===== src/rtl/popcount_pkg.sv =====
// popcount_pkg: shared sizing helpers for the pipelined population counter
package popcount_pkg;
  localparam int ACC_W_DEF = 16;
  function automatic int levels_f(input int in_w);
    return $clog2(in_w);
  endfunction
  function automatic int cnt_w_f(input int in_w);
    return $clog2(in_w + 1);
  endfunction
  function automatic int level_width(input int k);
    return k + 1;
  endfunction
endpackage


===== src/rtl/popcount_add_stage.sv =====
// popcount_add_stage: one registered adder-tree level summing adjacent pairs
module popcount_add_stage
  import popcount_pkg::*;
#(
  parameter int PAIRS = 1,
  parameter int IW = 1
) (
  input  logic                      clk,
  input  logic                      rst_n,
  input  logic                      en_i,
  input  logic [2*PAIRS*IW-1:0]     sum_i,
  output logic [PAIRS*(IW+1)-1:0]   sum_o
);
  logic [PAIRS*(IW+1)-1:0] sum_d, sum_q;
  for (genvar i = 0; i < PAIRS; i++) begin : g_add
    assign sum_d[i*(IW+1) +: IW+1] = {1'b0, sum_i[2*i*IW +: IW]} + {1'b0, sum_i[(2*i+1)*IW +: IW]};
  end
  always_ff @(posedge clk or negedge rst_n) begin
    if (!rst_n) sum_q <= '0;
    else if (en_i) sum_q <= sum_d;
  end
  assign sum_o = sum_q;
endmodule


===== src/rtl/popcount_pipe.sv =====
// popcount_pipe: path-balanced pipelined popcount with valid/ready stream
// Define POPCOUNT_ACCUM_EN to add acc_clr/acc_count running-sum ports.
module popcount_pipe
  import popcount_pkg::*;
#(
  parameter int IN_W = 16,
`ifdef POPCOUNT_ACCUM_EN
  parameter int ACC_W = ACC_W_DEF,
`endif
  localparam int LEVELS = levels_f(IN_W),
  localparam int CNT_W = cnt_w_f(IN_W)
) (
  input  logic              clk,
  input  logic              rst_n,
  input  logic              in_valid,
  output logic              in_ready,
  input  logic [IN_W-1:0]   in_data,
  output logic              out_valid,
  input  logic              out_ready,
  output logic [CNT_W-1:0]  out_count
`ifdef POPCOUNT_ACCUM_EN
  ,
  input  logic              acc_clr,
  output logic [ACC_W-1:0]  acc_count
`endif
);
  localparam int PADW = 2 ** LEVELS;
  logic              en;
  logic [LEVELS-1:0] vld_q, vld_d;
  // Level k occupies the low (PADW>>k)*(k+1) bits of lvl[k]; that never exceeds PADW.
  logic [PADW-1:0]   lvl [LEVELS+1];
  assign en        = !out_valid || out_ready;
  assign in_ready  = en;
  assign out_valid = vld_q[LEVELS-1];
  assign lvl[0]    = PADW'(in_data);
  for (genvar k = 1; k <= LEVELS; k++) begin : g_lvl
    logic [(PADW >> k)*level_width(k)-1:0] s;
    popcount_add_stage #(
      .PAIRS (PADW >> k),
      .IW    (level_width(k-1))
    ) u_add (
      .clk   (clk),
      .rst_n (rst_n),
      .en_i  (en),
      .sum_i (lvl[k-1][(PADW >> (k-1))*level_width(k-1)-1:0]),
      .sum_o (s)
    );
    assign lvl[k] = PADW'(s);
  end
  assign out_count = lvl[LEVELS][CNT_W-1:0];
  assign vld_d = en ? LEVELS'({vld_q, in_valid}) : vld_q;
  always_ff @(posedge clk or negedge rst_n) begin
    if (!rst_n) vld_q <= '0;
    else vld_q <= vld_d;
  end
`ifdef POPCOUNT_ACCUM_EN
  logic             xfer;
  logic [ACC_W-1:0] acc_q, acc_d;
  assign xfer = out_valid && out_ready;
  always_comb acc_d = acc_clr ? (xfer ? ACC_W'(out_count) : '0)
                              : (xfer ? acc_q + ACC_W'(out_count) : acc_q);
  always_ff @(posedge clk or negedge rst_n) begin
    if (!rst_n) acc_q <= '0;
    else acc_q <= acc_d;
  end
  assign acc_count = acc_q;
`endif
endmodule


===== config.mk =====
export PLATFORM = sky130hd
export DESIGN_NAME = popcount_pipe
export DESIGN_NICKNAME = d
export VERILOG_FILES = /design/src/rtl/popcount_pkg.sv /design/src/rtl/popcount_add_stage.sv /design/src/rtl/popcount_pipe.sv
export SDC_FILE = /design/constraint.sdc
export NUM_CORES = 1
export LEC_CHECK = 0
export CORE_MARGIN = 5
export CORE_UTILIZATION = 36
export CTS_BUF_LIST = sky130_fd_sc_hd__clkbuf_2
export DETAILED_ROUTE_END_ITERATION = 10
export GPL_ROUTABILITY_DRIVEN = 0
export GPL_TIMING_DRIVEN = 0
export PLACE_DENSITY_LB_ADDON = 0.1
export SYNTH_ARGS = -nofsm -noshare
export SYNTH_HDL_FRONTEND = slang
export SYNTH_HIERARCHICAL = 1
export SYNTH_SLANG_ARGS = --single-unit
export TNS_END_PERCENT = 10

===== constraint.sdc =====
create_clock -name clk -period 3.3 [get_ports clk]
set_clock_uncertainty 0.2 [all_clocks]
set_input_delay 0.66 -clock clk [delete_from_list [all_inputs] [get_ports clk]]
set_output_delay 0.66 -clock clk [all_outputs]
set_load 0.05 [all_outputs]

==> impl_metrics.sql <==
INSERT INTO impl_metrics (metric_group, metric, value, unit) VALUES
('clock_tree', 'clock_insertion_delay_worst_skew', '0.41', 'ns'),
('setup_path', 'worstSetupEndpointType', 'primary output', ''),
('yosys', 'number_of_flops_mapped_to_enable_cells_by_yosys', '0', ''),
('setup_path', 'crit_chain', 'clkdlybuf4s50_1 -> nand2b_4 -> clkdlybuf4s50_1', ''),
('routing', 'via_count', '1305', ''),
('clock_tree', 'htree_depth', '2', ''),
('setup_path', 'critical-path-slowest-cell', 'sky130_fd_sc_hd__clkdlybuf4s50_1', ''),
('global_route', 'first_global_vias', '1504', ''),
('die', 'coreArea', '6390', 'um2'),
('global_route', 'global_route_wire_length_before_repair', '7.42', 'mm'),
('setup_path', 'depth_of_the_worst_register_to_register_path', '4', ''),
('routing', 'route.detailed.drc', '0', ''),
('clock_tree', 'cts_tree', 'built', ''),
('power', 'power.density_cell_area', '879', 'nW/um2'),
('routing', 'drt_iter0_drc', '27', ''),
('setup_path', 'crit_path_end', 'in_ready', ''),
('setup_path', 'regToRegEndpoint', 'g_lvl[4].u_add/sum_o[3]', ''),
('clock_tree', 'post-cts-setup-buffers', '0', ''),
('clock_tree', 'cts_num_sinks', '45', ''),
('yosys', 'synth_seq_cells', '45', ''),
('die', 'initial_utilization', '37.2', '%'),
('yosys', 'share_of_the_synthesized_area_in_the_top_cell_type', '47.4', '%'),
('setup_path', 'worstPathArrival', '2.21', 'ns'),
('outcome', 'status', 'finished clean', ''),
('setup_path', 'worstSetupPathType', 'input pin to primary output', ''),
('global_route', 'globalRouteMet1Util', '14.0', '%'),
('power', 'power_leakage', '1.39', 'nW'),
('yosys', 'post-synth-top-area-cell', 'sky130_fd_sc_hd__dfrtp_1', ''),
('setup_path', 'timing.critical_path.fanout_max', '12', ''),
('clock_tree', 'clkSlewWorstSetupHoldPaths', '0.24', 'ns'),
('yosys', 'postSynthNetCount', '213', ''),
('place', 'pre_cts_ws', '0.213', 'ns'),
('place', 'io_buffers', '26', ''),
('global_route', 'globalRoute.totalOverflow', '0', ''),
('die', 'dieWidth', '91.2', 'um'),
('timing', 'setup_total_negative_slack', '0', 'ns'),
('timing', 'slew-limit-headroom', '62.1', '%'),
('routing', 'detailedRoute.firstPassIterationCount', '2', ''),
('final_layout', 'nets', '248', ''),
('timing', 'period_needed', '3.07', 'ns'),
('flow_run', 'maximum_capacitance_violations', '0', ''),
('routing', 'routed_via_count_divided_by_cell_count', '4.71', ''),
('yosys', 'netlist_instances', '164', ''),
('setup_path', 'worst_setup_path_startpoint', 'out_ready', ''),
('clock_tree', 'ctsResizeCount', '0', ''),
('clock_tree', 'max_root_sink_buffers', '2', ''),
('timing', 'grt_setup_unrepaired', 'false', ''),
('global_route', 'maximum_number_of_pins_on_one_net_before_global_route_repair', '24', ''),
('yosys', 'yosysWarnings', '6', ''),
('timing', 'worstMarginPinSlew', '0.569', 'ns'),
('timing', 'final-max-slew-violation-count', '0', ''),
('global_route', 'use_met3', '3.22', '%'),
('yosys', 'synth_top_cells_by_count', 'sky130_fd_sc_hd__dfrtp_1, sky130_fd_sc_hd__ha_1, sky130_fd_sc_hd__mux2_4, sky130_fd_sc_hd__inv_1, sky130_fd_sc_hd__mux2_2', ''),
('setup_path', 'launching_point_of_the_worst_reg2reg_path', 'g_lvl[3].u_add/sum_o[6]', ''),
('setup_path', 'worst-endpoint-required', '2.44', 'ns'),
('timing', 'setup_ws', '0.229', 'ns'),
('yosys', 'synth_area', '2370', 'um2'),
('timing', 'hold_violations', '0', ''),
('setup_path', 'cp-start-kind', 'input pin', ''),
('yosys', 'netlist_top_cells_area', 'sky130_fd_sc_hd__dfrtp_1, sky130_fd_sc_hd__mux2_4, sky130_fd_sc_hd__ha_1', ''),
('yosys', 'synth_async_sr_flop_share', '100', '%'),
('routing', 'ant_nets', '0', ''),
('setup_path', 'worst_path_largest_cell_delay', '0.85', 'ns'),
('final_layout', 'antenna_cells', '0', ''),
('clock_tree', 'tritoncts.num_buffers', '5', ''),
('place', 'dp_hpwl', '3.11', 'mm'),
('final_layout', 'flow.area_growth_from_synthesis', '19.1', '%'),
('setup_path', 'path_common_cell', 'sky130_fd_sc_hd__clkdlybuf4s50_1', ''),
('die', 'placementRows', '29', ''),
('yosys', 'post-synth-top-count-cell', 'sky130_fd_sc_hd__dfrtp_1', ''),
('final_layout', 'layout_cell_share_with_drive_strength_beyond_1', '23.5', '%');
## flip-flops by register name, summed over array words and instances, names as in the netlist
register	flops
g_lvl.u_add/sum_o	41
vld_q	4
## routing by layer
layer | up-vias | routed length [um]
met3 | 4 | 153
li1 | 625 | -
met2 | 23 | 2000
met4 | 0 | 38
met1 | 653 | 1840
met5 | - | 0
## area by class of cell
type,instances,area (um2),area share [%]
clock buffers,6,30.0,1.06
multi-input cells,94,1110,39.2
clock inverters,2,33.8,1.19
flip-flops and latches,45,1130,39.8
well taps,77,96.3,3.41
inverters,20,75.1,2.65
plain buffers,5,65.1,2.30
repair buffers,28,293,10.4
## where the power goes
part	leakage [nW]	switching, mW	total [mW]	internal, mW
clock	0.0406	0.177	0.307	0.129
combinational	0.800	0.585	1.25	0.667
sequential	0.547	0.149	0.926	0.778
total	1.39	0.911	2.48	1.57
## logic make-up after synthesis
| group | count (synthesis) | synth area share (%) |
|---|---|---|
| adders and majority gates | 29 | 17.5 |
| buffers and inverters | 25 | 5.90 |
| xor gates and xnor gates | 3 | 1.11 |
| DFF | 45 | 47.4 |
| muxes | 41 | 22.5 |
| and+or+nand+nor | 11 | 3.16 |
| AOI/OAI and AO/OA | 10 | 2.42 |
## placed cells by master (no fill, tap or decap), drive strengths merged
master          n
dlygate4sd3     1
mux2           33
a311oi          1
a21oi           4
clkbuf          6
buf             7
dfrtp          45
inv            20
o21ai           3
or2b            1
nand3           1
clkinv          1
nand4b          1
fa              7
and4bb          1
o211ai          1
ha             22
nor2            2
bufinv          1
a31oi           1
mux2i           8
clkdlybuf4s50  25
xnor2           3
nor2b           2
nand2           2
nand2b          1
## metrics by stage
| step | total power [mW] | instance area (um2) | hold slack [ns] | utilization, % | std cells |
|---|---|---|---|---|---|
| after floorplan | 1.87 | 2370 | 0.164 | - | 164 |
| after global placement | 2.13 | 2730 | 0.247 | 42.8 | 267 |
| after detailed placement | 2.22 | 2750 | 0.260 | 43.1 | 268 |
| after CTS | 2.53 | 2830 | 0.310 | 44.3 | 277 |
| after global routing | 2.71 | 2830 | 0.334 | 44.3 | 277 |
| final | 2.48 | 2830 | 0.304 | 44.3 | 277 |
## critical path, delay by kind of cell
family / cells / cell delay (ns)
buffers and inverters: 2 / 1.31
AND/OR/NAND/NOR: 1 / 0.24
## worst min path at each step
stage                     cells after the start  slack (ns)                      end      from
after floorplan                               0        0.16  g_lvl[1].u_add/sum_o[0]     rst_n
final                                         1        0.30                 vld_q[3]  vld_q[2]
after detailed placement                      1        0.26                 vld_q[3]  vld_q[2]
after global placement                        1        0.25                 vld_q[3]  vld_q[2]
after global routing                          1        0.33                 vld_q[3]  vld_q[2]
after CTS                                     1        0.31                 vld_q[3]  vld_q[2]
No activity file was read; power rests on OpenSTA's default activity.
